### src/rtl/pll_sup_pkg.sv
// Shared types, widths and saturating helpers for the PLL lock supervisor.
package pll_sup_pkg;

  localparam int ICP_W   = 6;
  localparam int LPF_W   = 3;
  localparam int ICP_MAX = 63;
  localparam int LPF_MAX = 7;

  typedef enum logic [2:0] {
    RST_HOLD  = 3'd0,
    WAIT_LOCK = 3'd1,
    QUALIFY   = 3'd2,
    LOCKED    = 3'd3,
    RETRY     = 3'd4,
    FAIL      = 3'd5
  } state_t;

  // Charge-pump select plus a step, clamped at the top code.
  function automatic logic [ICP_W-1:0] icp_step_sat(input logic [ICP_W-1:0] icp,
                                                     input int step);
    int sum;
    sum = int'(icp) + step;
    if (sum > ICP_MAX) begin
      return ICP_W'(ICP_MAX);
    end else begin
      return ICP_W'(sum);
    end
  endfunction

  // Loop-filter select plus one, clamped at the top code.
  function automatic logic [LPF_W-1:0] lpf_inc_sat(input logic [LPF_W-1:0] lpf);
    if (lpf == LPF_W'(LPF_MAX)) begin
      return lpf;
    end else begin
      return lpf + LPF_W'(1);
    end
  endfunction

endpackage

### src/rtl/sync_2ff.sv
// Two-flop synchroniser for a single asynchronous level, with synchronous clear.
module sync_2ff (
  input  logic clk,
  input  logic clr,
  input  logic d,
  output logic q
);

  logic meta;

  // Capture the raw level, then re-time it once more before use.
  always_ff @(posedge clk) begin
    if (clr) begin
      meta <= 1'b0;
      q    <= 1'b0;
    end else begin
      meta <= d;
      q    <= meta;
    end
  end

endmodule

### src/rtl/pll_lock_supervisor.sv
// PLL reset sequencer and lock qualifier: holds the PLL in reset, waits for a
// stable lock, retries with stronger loop settings on timeout, and re-arms
// after a loss of lock.
module pll_lock_supervisor
  import pll_sup_pkg::*;
#(
  parameter int RST_HOLD_CYC     = 16,
  parameter int LOCK_TIMEOUT_CYC = 4096,
  parameter int LOCK_STABLE_CYC  = 64,
  parameter int MAX_RETRIES      = 3,
  parameter int ICP_INIT         = 16,
  parameter int ICP_STEP         = 4,
  parameter int LPF_INIT         = 2
) (
  input  logic                                 init_clk,
  input  logic                                 reset,
  input  logic                                 restart,
  input  logic                                 pll_lock,
  output logic                                 pll_rst,
  output logic [ICP_W-1:0]                     icpsel,
  output logic [LPF_W-1:0]                     lpfres,
  output logic                                 lock,
  output logic                                 fail,
  output logic [$clog2(MAX_RETRIES+1)-1:0]     retry_cnt,
  output logic [7:0]                           lost_cnt
);

  localparam int RC_W   = $clog2(MAX_RETRIES + 1);
  localparam int HOLD_W = $clog2(RST_HOLD_CYC) + 1;
  localparam int TMO_W  = $clog2(LOCK_TIMEOUT_CYC) + 1;
  localparam int STB_W  = $clog2(LOCK_STABLE_CYC) + 1;

  state_t              state, state_nxt;
  logic [HOLD_W-1:0]   hold_cnt, hold_nxt;
  logic [TMO_W-1:0]    tmo_cnt, tmo_nxt;
  logic [STB_W-1:0]    stb_cnt, stb_nxt;
  logic [ICP_W-1:0]    icp_nxt;
  logic [LPF_W-1:0]    lpf_nxt;
  logic [RC_W-1:0]     rc_nxt;
  logic [7:0]          lost_nxt;
  logic                lock_s;
  logic                tmo_hit;

  sync_2ff u_sync (
    .clk (init_clk),
    .clr (reset),
    .d   (pll_lock),
    .q   (lock_s)
  );

  assign tmo_hit = (tmo_cnt == TMO_W'(LOCK_TIMEOUT_CYC - 1));

  // Next-state and next-setting decode; restart overrides every state.
  always_comb begin
    state_nxt = state;
    hold_nxt  = hold_cnt;
    tmo_nxt   = tmo_cnt;
    stb_nxt   = stb_cnt;
    icp_nxt   = icpsel;
    lpf_nxt   = lpfres;
    rc_nxt    = retry_cnt;
    lost_nxt  = lost_cnt;
    if (restart) begin
      state_nxt = RST_HOLD;
      hold_nxt  = '0;
      tmo_nxt   = '0;
      stb_nxt   = '0;
      icp_nxt   = ICP_W'(ICP_INIT);
      lpf_nxt   = LPF_W'(LPF_INIT);
      rc_nxt    = '0;
    end else begin
      case (state)
        RST_HOLD: begin
          if (hold_cnt == HOLD_W'(RST_HOLD_CYC - 1)) begin
            state_nxt = WAIT_LOCK;
            hold_nxt  = '0;
          end else begin
            hold_nxt = hold_cnt + HOLD_W'(1);
          end
        end
        WAIT_LOCK, QUALIFY: begin
          if (tmo_hit) begin
            // Timeout wins over a qualification completing on the same edge.
            tmo_nxt = '0;
            stb_nxt = '0;
            if (retry_cnt < RC_W'(MAX_RETRIES)) begin
              state_nxt = RETRY;
              rc_nxt    = retry_cnt + RC_W'(1);
              if (icpsel == ICP_W'(ICP_MAX)) begin
                lpf_nxt = lpf_inc_sat(lpfres);
              end else begin
                icp_nxt = icp_step_sat(icpsel, ICP_STEP);
              end
            end else begin
              state_nxt = FAIL;
            end
          end else begin
            tmo_nxt = tmo_cnt + TMO_W'(1);
            if (!lock_s) begin
              state_nxt = WAIT_LOCK;
              stb_nxt   = '0;
            end else if (state == WAIT_LOCK) begin
              state_nxt = QUALIFY;
              stb_nxt   = '0;
            end else if (stb_cnt == STB_W'(LOCK_STABLE_CYC - 1)) begin
              state_nxt = LOCKED;
              stb_nxt   = '0;
              tmo_nxt   = '0;
            end else begin
              stb_nxt = stb_cnt + STB_W'(1);
            end
          end
        end
        RETRY: begin
          state_nxt = RST_HOLD;
          hold_nxt  = '0;
        end
        LOCKED: begin
          if (!lock_s) begin
            // Re-arm with the settings that last achieved lock.
            state_nxt = RST_HOLD;
            hold_nxt  = '0;
            rc_nxt    = '0;
            lost_nxt  = (lost_cnt == 8'hFF) ? lost_cnt : lost_cnt + 8'd1;
          end else begin
            state_nxt = LOCKED;
          end
        end
        FAIL: begin
          state_nxt = FAIL;
        end
        default: begin
          state_nxt = RST_HOLD;
          hold_nxt  = '0;
        end
      endcase
    end
  end

  // State, counters and registered pin outputs derived from the next state.
  always_ff @(posedge init_clk) begin
    if (reset) begin
      state     <= RST_HOLD;
      hold_cnt  <= '0;
      tmo_cnt   <= '0;
      stb_cnt   <= '0;
      icpsel    <= ICP_W'(ICP_INIT);
      lpfres    <= LPF_W'(LPF_INIT);
      retry_cnt <= '0;
      lost_cnt  <= 8'd0;
      pll_rst   <= 1'b1;
      lock      <= 1'b0;
      fail      <= 1'b0;
    end else begin
      state     <= state_nxt;
      hold_cnt  <= hold_nxt;
      tmo_cnt   <= tmo_nxt;
      stb_cnt   <= stb_nxt;
      icpsel    <= icp_nxt;
      lpfres    <= lpf_nxt;
      retry_cnt <= rc_nxt;
      lost_cnt  <= lost_nxt;
      pll_rst   <= (state_nxt == RST_HOLD) || (state_nxt == RETRY) || (state_nxt == FAIL);
      lock      <= (state_nxt == LOCKED);
      fail      <= (state_nxt == FAIL);
    end
  end

endmodule

### config.mk
export PLATFORM = sky130hd
export DESIGN_NAME = pll_lock_supervisor
export DESIGN_NICKNAME = d
export VERILOG_FILES = /design/src/rtl/pll_sup_pkg.sv /design/src/rtl/sync_2ff.sv /design/src/rtl/pll_lock_supervisor.sv
export SDC_FILE = /design/constraint.sdc
export NUM_CORES = 1
export LEC_CHECK = 0
export CAP_MARGIN = 20
export CELL_PAD_IN_SITES_DETAIL_PLACEMENT = 1
export CELL_PAD_IN_SITES_GLOBAL_PLACEMENT = 1
export CORE_MARGIN = 2
export CORE_UTILIZATION = 25
export CTS_CLUSTER_DIAMETER = 50
export DETAILED_ROUTE_END_ITERATION = 8
export DONT_BUFFER_PORTS = 1
export PLACE_DENSITY_LB_ADDON = 0.2
export SLEW_MARGIN = 20
export SYNTH_ARGS = -nofsm -noshare
export SYNTH_HDL_FRONTEND = slang
export SYNTH_SLANG_ARGS = --single-unit
### constraint.sdc
create_clock -name init_clk -period 2.8 [get_ports init_clk]
set_input_delay 0.14 -clock init_clk [delete_from_list [all_inputs] [get_ports init_clk]]
set_output_delay 0.14 -clock init_clk [all_outputs]
set_load 0.03 [all_outputs]
## Word level (Yosys, flattened, before mapping)

Index checks and enable logic that the tools add are counted.

- $lt $le $gt $ge: 2
- Eq/ne operators: 16
- Reductions and logical operators: 13
- Bitwise operators: 6
- Add/sub/neg operators: 7
- Mux-type cells: 25

Operator list:

| cell | count |
|---|---|
| $mux 13 | 4 |
| $mux 7 | 4 |
| $mux 3 | 6 |
| $pmux 5 s3 | 1 |
| $add 13x1->13 const B | 1 |
| $eq 13x12->1 const B | 1 |
| $eq 3x3->1 const B | 4 |
| $pmux 3 s4 | 1 |
| $reduce_and 4->1 | 3 |
| $mux 5 | 2 |
| $eq 3x2->1 const B | 3 |
| $add 8x1->8 const B | 1 |
| $eq 8x8->1 const B | 1 |
| $mux 2 | 4 |
| $add 6x3->7 const B | 1 |
| $add 7x1->7 const B | 1 |
| $eq 7x6->1 const B | 1 |
| $gt 7x6->1 const B | 1 |
| $eq 6x6->1 const B | 1 |
| $logic_not 3->1 | 2 |
| $mux 6 | 1 |
| $ne 2x2->1 const B | 3 |
| $not 1->1 | 6 |
| $add 5x1->5 const B | 1 |
| other kinds (13) | 15 |

- Bits of input ports: 4
- Bits in registers: 52

## Logic depth before layout (Yosys ltp)

Gate-level depths: netlist of the first run.

- Depth in word-level cells: 10
- Depth in mapped cells: 7

## By module

From an unflattened synthesis of the first run, not the netlist that was laid out.

- Cell total of the unflattened synthesis: 292
- Area, all modules: 2,509.9 um^2

By module, submodules not included:

| module | cells each | seq. area each (um^2) | area each (um^2) | times used |
|---|---|---|---|---|
| pll_lock_supervisor | 288 | 980.9 | 2,457.4 | 1 |
| sync_2ff | 4 | 40.0 | 52.6 | 1 |

## Least setup slack after synthesis of the first run

OpenSTA, ideal clock, no wires.

- Path type: reg-to-reg
- Start point: register tmo_cnt[0]
- End point: register tmo_cnt[7]
- Path slack: 0.850 ns
- Arrival: 1.829 ns
- Setup time: 0.122 ns
- Stages on the path, launching flop included: 7
- Path through: dfxtp_1 > ha_1 > nand3_2 > or4_4 > o211a_2 > buf_2 > a221o_1

- Cells in the longest elaborated chain, start to end: 5
- Elaborated cells on any way between the ends: 6
- Those cells by class: add/sub: 1; eq/ne: 1; mux: 4

RTL lines:

| element | RTL line | source |
|---|---|---|
| start, declared | pll_lock_supervisor.sv:35 | `logic [TMO_W-1:0] tmo_cnt, tmo_nxt;` |
| start signal, assigned | pll_lock_supervisor.sv:157 | `tmo_cnt <= tmo_nxt;` |
| $add 13x1->13 | pll_lock_supervisor.sv:98 | `tmo_nxt = tmo_cnt + TMO_W'(1);` |
| $mux 13 | pll_lock_supervisor.sv:105 | `end else if (stb_cnt == STB_W'(LOCK_STABLE_CYC - 1)) begin` |
| $mux 13 | pll_lock_supervisor.sv:102 | `end else if (state == WAIT_LOCK) begin` |
| $mux 13 | pll_lock_supervisor.sv:99 | `if (!lock_s) begin` |
| $mux 13 (*) | pll_lock_supervisor.sv:82 | `if (tmo_hit) begin` |

Every way passes the cells marked *; elsewhere a longest branch is shown, timed or not.
A chain may end at the register's enable or synchronous reset.

## Final worst setup path of the first run

- Start point: register tmo_cnt[0]
- End point: register pll_rst

- Cells in the longest elaborated chain, start to end: 7
- Elaborated cells on any way between the ends: 9
- Those cells by class: eq/ne: 3; mux: 3; reduce/logical: 3

RTL lines:

| element | RTL line | source |
|---|---|---|
| $eq 13x12->1 (*) | pll_lock_supervisor.sv:51 | `assign tmo_hit = (tmo_cnt == TMO_W'(LOCK_TIMEOUT_CYC - 1));` |
| $mux 3 (*) | pll_lock_supervisor.sv:82 |  |
| $pmux 3 s4 (*) | pll_lock_supervisor.sv:72 | `case (state)` |
| $mux 3 (*) | pll_lock_supervisor.sv:63 | `if (restart) begin` |
| $eq 3x3->1 / $logic_not 3->1 (equally long branches) | pll_lock_supervisor.sv:163 | `pll_rst <= (state_nxt == RST_HOLD) \|\| (state_nxt == RETRY) \|\| (state_nxt == FAIL);` |
| $logic_or 1x1->1 | pll_lock_supervisor.sv:163 |  |
| $logic_or 1x1->1 (*) | pll_lock_supervisor.sv:163 |  |
| end signal, assigned | pll_lock_supervisor.sv:163 |  |
| end, declared | pll_lock_supervisor.sv:19 | `output logic pll_rst,` |

Marked as above.

==> out/results.tsv, run 1 <==
stage	metric	value	unit
outcome	status	finished clean	
clock_tree	cts_tree	yes	
worst_setup_path	cpPeakStageDelay	0.48	ns
floorplan	die-area	0.0108	sq mm
floorplan	ios	26	
global_routing	grt.total_usage	12.4	%
clock_tree	cts-root-buf	clkbuf_8	
sta	clock_skew	0.00586	ns
yosys	syn-num-nets	299	
place	dp.cells	414	
clock_tree	cts_buffer_depth	2	
worst_setup_path	crit_start	tmo_cnt[0]	
yosys	ys_ff_latch	51	
worst_setup_path	worstSetupPathType	flip-flop to flip-flop	
layout	finish.instance_area	0.00276	sq mm
yosys	synth_area	0.00248	sq mm
floorplan	start_util	25.5	%
sta	clock.fmax	452	MHz
yosys	synthCells	286	
yosys	ys_seq_area_share	41.1	%
global_routing	antenna_found_initial	0	
clock_tree	post_cts_buffers	0	
sta	finalHoldViolations	0	
yosys	synth_warnings	0	
yosys	async_flop_share	0	%
worst_setup_path	cp-start-kind	flip-flop	
pwr	max-vdd-ir-drop	0.155	mV
floorplan	num_rows	36	
sta	finalSetupViolations	0	
sta	worst_slack	0.589	ns
sta	timing.final.crit_period	2.21	ns
place	pre_cts_slack	0.573	ns
layout	diodes	0	
detailed_routing	wl	6350	um
global_routing	grt_max_degree	19	
clock_tree	clkSinkCount	51	
floorplan	die_y	104	um
worst_setup_path	cpMostUsedCell	a21oi_1	
worst_setup_path	slowest_stage	nor3_1	
detailed_routing	via_per_inst	4.96	
sta	worst_pin_slew	0.643	ns
floorplan	die_x	104	um
layout	n_fill_cell	1206	
global_routing	grt_pass1_vias	2149	
place	routabilityCongestion	0.762	
min_path	hold_start	restart	
global_routing	grt_pass1_wl	11100	um
floorplan	core_region_area	0.00973	sq mm
detailed_routing	drcViolationCount	0	
detailed_routing	dr.pass1.iters	4	
worst_setup_path	crit_chain	ha_1 > nand3_2 > nor3_1 > a21oi_1 > a21oi_1 > mux2_1	
clock_tree	clock_latency	0.31	ns
global_routing	overflow	0	
layout	layout.cells.non_filler	425	
pwr	power_density	431	mW/mm^2
detailed_routing	drtAntennaViolNets	0	
clock_tree	htree_levels	2	
min_path	hold_path_class	input pin to flip-flop	
detailed_routing	drtIter0Drc	89	
layout	layout-area-overhead-vs-synth	10.9	%
worst_setup_path	crit_fanout	7	
sta	maxSlewViolCount	0	
detailed_routing	wl_per_cell	14.9	um
sta	rsz0062_at_grt	false	
worst_setup_path	end_kind	flip-flop	
yosys	synth_flop_cell	dfxtp_1	
worst_setup_path	reg2reg_from	tmo_cnt[0]	
sta	finalCritPeriodShare	79.0	%
sta	fin_tns_setup	0	ns
flow_run	cap_viol_max_count	0	
place	io_buffers	0	
place	placed_area	0.00264	sq mm
sta	whs	0.102	ns
worst_setup_path	cp.required	3.01	ns
detailed_routing	vias	2108	
yosys	avgSynthCellArea	8.69	sq um
worst_setup_path	crit_arrival	2.42	ns
yosys	synth-edff-count	0	
clock_tree	numCtsBuffers	5	
pwr	p_leak	1.04	nW
layout	drive_above_1_share	7.19	%
clock_tree	clk_pin_slew	0.10	ns
yosys	yosysUniqueCellTypes	60	
layout	fin_nets	304	
sta	maxSlewHeadroom	56.7	%
place	hpwlAfterDp	4550	um
worst_setup_path	rrSetupSlack	0.59	ns
-- through the flow --
stage | utilization (%) | power [mW]
4_1_cts | 28.3 | 1.21
3_3_place_gp | 27.2 | 0.773
3_5_place_dp | 27.2 | 0.773
5_1_grt | 28.3 | 1.24
2_1_floorplan | - | 0.764
6_report | 28.3 | 1.19
-- cell families (layout without fill, tap and decap cells) --
| group | count (synthesis) | in the layout | share of synthesized area (%) |
|---|---|---|---|
| buf+inv | 12 | 18 | 2.11 |
| xor+xnor | 14 | 14 | 4.93 |
| flops | 51 | 51 | 41.1 |
| mux | 3 | 3 | 1.26 |
| compound gates | 59 | 59 | 16.1 |
| fa+ha+maj | 10 | 10 | 4.93 |
| simple gates | 137 | 137 | 29.6 |
-- power by group --
part	switching [mW]	total [mW]	internal [mW]	leakage (nW)
combinational	0.0198	0.0310	0.0112	0.583
sequential	0.00269	0.730	0.727	0.411
clock	0.251	0.428	0.176	0.0422
-- worst paths after layout --
path / endpoint / cells past startpoint
max reg2reg: pll_rst / 6
min: lost_cnt[0] / 3
min reg2reg: u_sync.q / 1
max: pll_rst / 6
-- critical path: cells and delay by family, from the launching register on --
| family | cells | cell delay, ns |
|---|---|---|
| and+or+nand+nor | 2 | 0.65 |
| AOI/OAI and AO/OA | 2 | 0.46 |
| DFF | 1 | 0.39 |
| muxes | 1 | 0.36 |
| adders and majority gates | 1 | 0.24 |
-- registers in the layout, summed over array words and instances (netlist names), 2 cells and up --
name and cells:
hold_cnt 5, icpsel 5, lost_cnt 8, lpfres 3, retry_cnt 2, state 3, stb_cnt 7, tmo_cnt 13
-- routing by layer --
metal,track usage (%),routed length [um],up-vias
li1,-,-,1060
met1,17.0,3280,1017
met2,19.5,2780,23
met3,3.02,213,8
met4,3.47,75,0
met5,0,0,-
-- cell usage after synthesis, drive strengths merged, types with 4 or more instances --
cell / instances / area (sq um)
xnor2: 4 / 35.0
ha: 9 / 113
or3: 5 / 31.3
a21oi: 19 / 98.9
nand2b: 4 / 25.0
a31oi: 4 / 25.0
and3: 12 / 75.1
o21ai: 13 / 65.1
buf: 5 / 26.3
xor2: 10 / 87.6
nand2: 22 / 82.6
a22o: 6 / 52.6
nor3: 9 / 45.0
nor2b: 5 / 31.3
dfxtp: 51 / 1020
nor2: 33 / 124
nand4: 9 / 71.3
nand3: 20 / 105
clkbuf: 5 / 18.8
-- placed cells by master, fill, tap and decap left out, drive strengths merged, types with 4 or more instances in the layout --
cell / n
dfxtp: 51
nor2: 33
nand2: 22
nand3: 20
a21oi: 19
o21ai: 13
and3: 12
xor2: 10
nor3: 9
ha: 9
nand4: 9
clkbuf: 7
a22o: 6
nor2b: 5
or3: 5
buf: 5
nand2b: 4
xnor2: 4
a31oi: 4
-- cell type report --
type	count	area [sq um]	area share, %
well taps	133	166	6.04
repair buffers	8	67.6	2.45
clock inverters	1	5.00	0.182
multi-input cells	223	1410	51.2
inverters	2	7.51	0.272
clock buffers	7	76.3	2.77
flip-flops and latches	51	1020	37.1
-- timing repair --
item / 4_1_cts / 5_1_grt
hold buffers: 3 / 0
resized for setup: 0 / 0
endpoints found under the hold margin: 11 / 0
Note: power is estimated with default switching activity, not from simulation.
==> run 2: changes to the inputs <==
- ABC_AREA: not set -> 1
- clock period: 2.8 -> 1.8 ns (I/O delays scaled with it)
==> out/results.tsv, run 2 <==
stage	metric	value	unit
global_routing	grt_max_degree	16	
layout	layout.cells.non_filler	567	
clock_tree	cts_buffer_depth	2	
sta	finalSetupViolations	0	
clock_tree	cts-root-buf	clkbuf_16	
sta	timing.final.crit_period	1.65	ns
sta	maxSlewViolCount	0	
sta	clock.fmax	607	MHz
layout	layout-area-overhead-vs-synth	18.4	%
pwr	max-vdd-ir-drop	0.363	mV
yosys	synth-edff-count	0	
layout	n_fill_cell	1399	
yosys	yosys.area.top_type	dfxtp_1	
layout	largest_reg_flops	13	
pwr	swShare	20.5	%
worst_setup_path	crit_chain	ha_2 > nand3_4 > inv_1 > nand2_2 > nor2_8 > nor2_4 > nand2_2 > inv_2 > a21oi_1 > nor2_1	
sta	finalHoldViolations	0	
detailed_routing	via_per_inst	4.53	
sta	fin_tns_setup	0	ns
yosys	ys_ff_latch	51	
global_routing	grt.total_usage	12.8	%
sta	whs	0.00838	ns
yosys	synth_flop_cell	dfxtp_1	
floorplan	start_util	25.8	%
layout	largest_register	tmo_cnt	
clock_tree	numCtsBuffers	5	
detailed_routing	dr.pass1.iters	4	
clock_tree	post_cts_buffers	0	
layout	mostFrequentLayoutCells	nand2_1, dfxtp_1, inv_1	
pwr	power_switching	0.448	mW
pwr	power_frac_seq	51.9	%
outcome	status	finished clean	
worst_setup_path	crit_arrival	1.84	ns
floorplan	die_y	110	um
worst_setup_path	cp.required	1.99	ns
min_path	hold_path_class	input pin to flip-flop	
worst_setup_path	slowest_stage	dfxtp_1	
yosys	synth_warnings	0	
global_routing	antenna_found_initial	0	
layout	reg.largest.list	tmo_cnt (13), lost_cnt (8), stb_cnt (7)	
worst_setup_path	cpPeakStageDelay	0.36	ns
clock_tree	clock_latency	0.29	ns
yosys	avgSynthCellArea	7.06	sq um
detailed_routing	wl	7220	um
layout	mostFrequentLayoutCell	nand2_1	
layout	drive_above_1_share	18.7	%
floorplan	die-area	0.0122	sq mm
floorplan	die_x	110	um
detailed_routing	vias	2568	
worst_setup_path	worstSetupPathType	flip-flop to flip-flop	
global_routing	grt_pass1_wl	12200	um
worst_setup_path	cpMostUsedCell	nand2_2	
pwr	power_density	654	mW/mm^2
clock_tree	clk_pin_slew	0.07	ns
place	hpwlAfterDp	5530	um
pwr	p_int	1.74	mW
yosys	syn-num-nets	413	
yosys	synth_most_common_cell	nand2_1	
floorplan	ios	26	
sta	finalCritPeriodShare	91.5	%
yosys	synthCells	400	
worst_setup_path	worst-path-buf-inv	2	
floorplan	num_rows	38	
flow_run	cap_viol_max_count	0	
detailed_routing	drtAntennaViolNets	0	
sta	clock_skew	0.00778	ns
clock_tree	cts_tree	yes	
place	routabilityCongestion	0.816	
pwr	power.total	2.19	mW
place	io_buffers	0	
pwr	pwr-share-clk	46.0	%
yosys	yosysUniqueCellTypes	40	
yosys	synth_area	0.00283	sq mm
yosys	synthTopCellsByArea	dfxtp_1, nand2_1, inv_1	
pwr	combPwrFrac	2.1	%
floorplan	core_region_area	0.0109	sq mm
worst_setup_path	end_kind	flip-flop	
detailed_routing	wl_per_cell	12.7	um
global_routing	overflow	0	
pwr	p_leak	1.32	nW
worst_setup_path	crit_fanout	12	
detailed_routing	drtIter0Drc	110	
worst_setup_path	cp-start-kind	flip-flop	
layout	diodes	0	
sta	maxSlewHeadroom	75.5	%
detailed_routing	drcViolationCount	0	
worst_setup_path	cp_top_family	simple AND/OR/NAND/NOR gates	
yosys	ys_seq_area_share	36.1	%
clock_tree	clkSinkCount	51	
yosys	netlist.area_leader.share	36.1	%
place	dp.cells	557	
yosys	async_flop_share	0	%
layout	fin_nets	439	
global_routing	grt_pass1_vias	2599	
sta	worst_pin_slew	0.366	ns
yosys	synthTopCellsByCount	nand2_1, dfxtp_1, inv_1	
clock_tree	htree_levels	2	
-- run 2: worst paths after layout --
path / depth (start not counted) / slack [ns] / to / startpoint
worst max register to register: 10 / 0.15 / tmo_cnt[7] / tmo_cnt[1]
worst min-delay path: 3 / 0.008 / lock / restart
worst max-delay path: 10 / 0.15 / tmo_cnt[7] / tmo_cnt[1]
worst min register to register: 2 / 0.40 / u_sync.q / u_sync.meta
-- run 2: cell families (layout without fill, tap and decap cells) --
kind of cell / Yosys count / count (layout) / synth area share (%)
AND/OR/NAND/NOR: 208 / 208 / 35.2
buffers and inverters: 63 / 90 / 9.70
AO/OA/AOI/OAI: 60 / 60 / 12.2
flip-flops: 51 / 51 / 36.1
adder cells (fa/ha/maj): 9 / 9 / 3.99
XOR/XNOR: 9 / 9 / 2.79
-- run 2: metrics by stage --
| stage | instance area, sq um | setup WS (ns) | util, % |
|---|---|---|---|
| floorplan | 2830 | 0.0660 | - |
| global placement | 3130 | 0.123 | 28.6 |
| detailed placement | 3130 | 0.0447 | 28.6 |
| CTS | 3300 | 0.0204 | 30.2 |
| global route | 3340 | -0.0258 | 30.6 |
| finish | 3340 | 0.152 | 30.6 |
-- run 2: routing by layer --
metal / GRT usage [%] / vias up / wire length [um]
met2: 21.7 / 32 / 3370
met1: 16.5 / 1202 / 3510
li1: - / 1326 / -
met5: 0 / - / 0
met3: 2.76 / 8 / 266
met4: 3.21 / 0 / 75
-- run 2: cell type report --
class	instances	area [sq um]	area share, %
tap	140	175	5.24
multi-input combinational	286	1570	46.9
timing repair buffer	28	215	6.43
inverter	54	205	6.14
clock buffer	8	156	4.68
sequential	51	1020	30.6
-- run 2: timing repair --
item / 4_1_cts / 5_1_grt
endpoints found under the hold margin: 9 / 0
setup endpoints to repair: 0 / 31
hold buffers: 2 / 0
gates resized for setup: 0 / 11
-- run 2: worst register-to-register path: cells and delay by family (launching register included) --
kind | cells | cell delay, ns
compound gates | 1 | 0.16
flops | 1 | 0.36
fa+ha+maj | 1 | 0.23
simple gates | 6 | 0.55
buf+inv | 2 | 0.27
-- run 2: power groups by stage --
stage	clock network [mW]	logic, mW	registers (mW)
finish	1.01	0.0450	1.14
global route	1.11	0.0519	1.14
CTS	1.05	0.0469	1.13
detailed placement	0	0.0403	1.16
global placement	0	0.0388	1.16
floorplan	0	0.0302	1.16
==> run 3: changes to the inputs <==
- clock period: 1.8 -> 1.6 ns (I/O delays scaled with it)
==> out/results.tsv, run 3 (synthesis results as in run 2) <==
stage	metric	value	unit
clock_tree	cts_buffer_depth	2	
sta	maxSlewHeadroom	77.2	%
global_routing	overflow	0	
pwr	p_leak	1.47	nW
detailed_routing	drtAntennaViolNets	0	
layout	diodes	0	
clock_tree	cts_tree	yes	
clock_tree	cts-root-buf	clkbuf_16	
sta	clock.fmax	667	MHz
clock_tree	clkSinkCount	51	
global_routing	grt.total_usage	13.4	%
layout	layout-area-overhead-vs-synth	30.2	%
pwr	pwr-share-clk	49.0	%
place	io_buffers	0	
pwr	max-vdd-ir-drop	0.361	mV
detailed_routing	drtIter0Drc	66	
detailed_routing	dr.pass1.iters	4	
layout	largest_reg_flops	13	
floorplan	die_x	110	um
worst_setup_path	crit_start	tmo_cnt[0]	
detailed_routing	drcViolationCount	0	
sta	finalSetupViolations	0	
worst_setup_path	cp-start-kind	flip-flop	
sta	clock_skew	0.0142	ns
clock_tree	numCtsBuffers	5	
floorplan	num_rows	38	
place	routabilityCongestion	0.825	
place	pre_cts_slack	-0.127	ns
worst_setup_path	worstReg2RegEnd	tmo_cnt[4]	
flow_run	cap_viol_max_count	0	
layout	reg.largest.list	tmo_cnt (13), lost_cnt (8), stb_cnt (7)	
pwr	power_frac_seq	48.9	%
floorplan	die_y	110	um
worst_setup_path	worstSetupPathType	flip-flop to flip-flop	
pwr	p_int	2.07	mW
layout	mostFrequentLayoutCell	nand2_1	
worst_setup_path	crit_arrival	1.73	ns
layout	drive_above_1_share	30.0	%
worst_setup_path	reg2reg_from	tmo_cnt[0]	
clock_tree	htree_levels	2	
detailed_routing	wl	7570	um
floorplan	die-area	0.0122	sq mm
clock_tree	clock_latency	0.29	ns
layout	mostFrequentLayoutCells	nand2_1, buf_4, inv_1	
floorplan	core_region_area	0.0109	sq mm
layout	n_fill_cell	1367	
floorplan	ios	26	
detailed_routing	via_per_inst	4.45	
sta	maxSlewViolCount	0	
sta	worst_pin_slew	0.341	ns
layout	fin_nets	465	
min_path	hold_path_class	input pin to flip-flop	
global_routing	antenna_found_initial	0	
sta	finalCritPeriodShare	93.8	%
detailed_routing	vias	2639	
global_routing	grt_pass1_vias	2771	
pwr	power_density	710	mW/mm^2
sta	finalHoldViolations	0	
detailed_routing	wl_per_cell	12.8	um
floorplan	start_util	25.8	%
global_routing	grt_pass1_wl	12800	um
place	hpwlAfterDp	5770	um
global_routing	grt_max_degree	18	
sta	whs	0.116	ns
pwr	power_switching	0.539	mW
sta	fin_tns_setup	0	ns
pwr	combPwrFrac	2.2	%
worst_setup_path	end_kind	flip-flop	
worst_setup_path	crit_fanout	3	
sta	worst_slack	0.100	ns
worst_setup_path	worstRegToRegCells	11	
layout	largest_register	tmo_cnt	
sta	rsz0062_at_grt	true	
outcome	status	finished clean	
pwr	swShare	20.6	%
sta	timing.final.crit_period	1.50	ns
worst_setup_path	rrSetupSlack	0.1	ns
worst_setup_path	cp-endpoint	tmo_cnt[4]	
clock_tree	clk_pin_slew	0.08	ns
worst_setup_path	cp.required	1.83	ns
run 3: area by class of cell:
class | instances | area (sq um) | area share [%]
Multi-Input combinational cell | 286 | 1660 | 45.2
Timing Repair Buffer | 54 | 425 | 11.6
Clock inverter | 2 | 35.0 | 0.952
Tap cell | 140 | 175 | 4.76
Sequential cell | 51 | 1030 | 28.1
Clock buffer | 6 | 139 | 3.78
Inverter | 54 | 208 | 5.65
run 3: how the worst min path moves through the flow:
stage / endpoint / slack, ns / startpoint / cells past startpoint
after floorplan: u_sync.meta / 0.19 / pll_lock / 2
after global placement: lost_cnt[4] / 0.15 / reset / 1
after detailed placement: lost_cnt[7] / 0.15 / reset / 1
after CTS: lpfres[1] / 0.14 / reset / 3
after global routing: state[0] / 0.15 / reset / 5
final: state[0] / 0.12 / reset / 5
run 3: metrics by stage:
stage | power (mW) | instances | instance area, sq um | utilization [%]
after floorplan | 1.34 | 400 | 2830 | -
after global placement | 1.35 | 579 | 3310 | 30.2
after detailed placement | 1.35 | 579 | 3310 | 30.2
after CTS | 2.65 | 590 | 3550 | 32.5
after global routing | 2.71 | 593 | 3680 | 33.6
final | 2.61 | 593 | 3680 | 33.6
run 3: per-layer routing:
layer / track usage, % / vias to the layer above / part of all wire (%)
li1: - / 1381 / -
met1: 16.7 / 1228 / 47
met2: 23.9 / 25 / 49
met3: 2.12 / 5 / 2.9
met4: 3.48 / 0 / 0.87
met5: 0 / - / 0
run 3: timing repair:
action | CTS | global route
hold buffers | 3 | 0
resized for setup | 11 | 33
setup buffers | 0 | 3
endpoints found under the hold margin | 12 | 0
gates cloned | 0 | 0
setup endpoints to repair | 31 | 26
pin swaps | 1 | 7
run 3: worst max-delay path, cell delays in order (launching register included):
cell and delay [ns]:
dfxtp_2 0.34, ha_4 0.16, nand3_4 0.10, inv_2 0.06, nand2_2 0.11, nor2_8 0.05
nor2_4 0.09, nand2_2 0.08, buf_4 0.14, o21ai_0 0.14, nand2_1 0.07, nor2_1 0.08
run 3: power groups by stage:
stage | sequential [mW] | clock [mW] | combinational, mW
3_5_place_dp | 1.31 | 0 | 0.0490
2_1_floorplan | 1.31 | 0 | 0.0340
4_1_cts | 1.28 | 1.32 | 0.0585
3_3_place_gp | 1.31 | 0 | 0.0481
5_1_grt | 1.28 | 1.37 | 0.0641
6_report | 1.28 | 1.28 | 0.0572
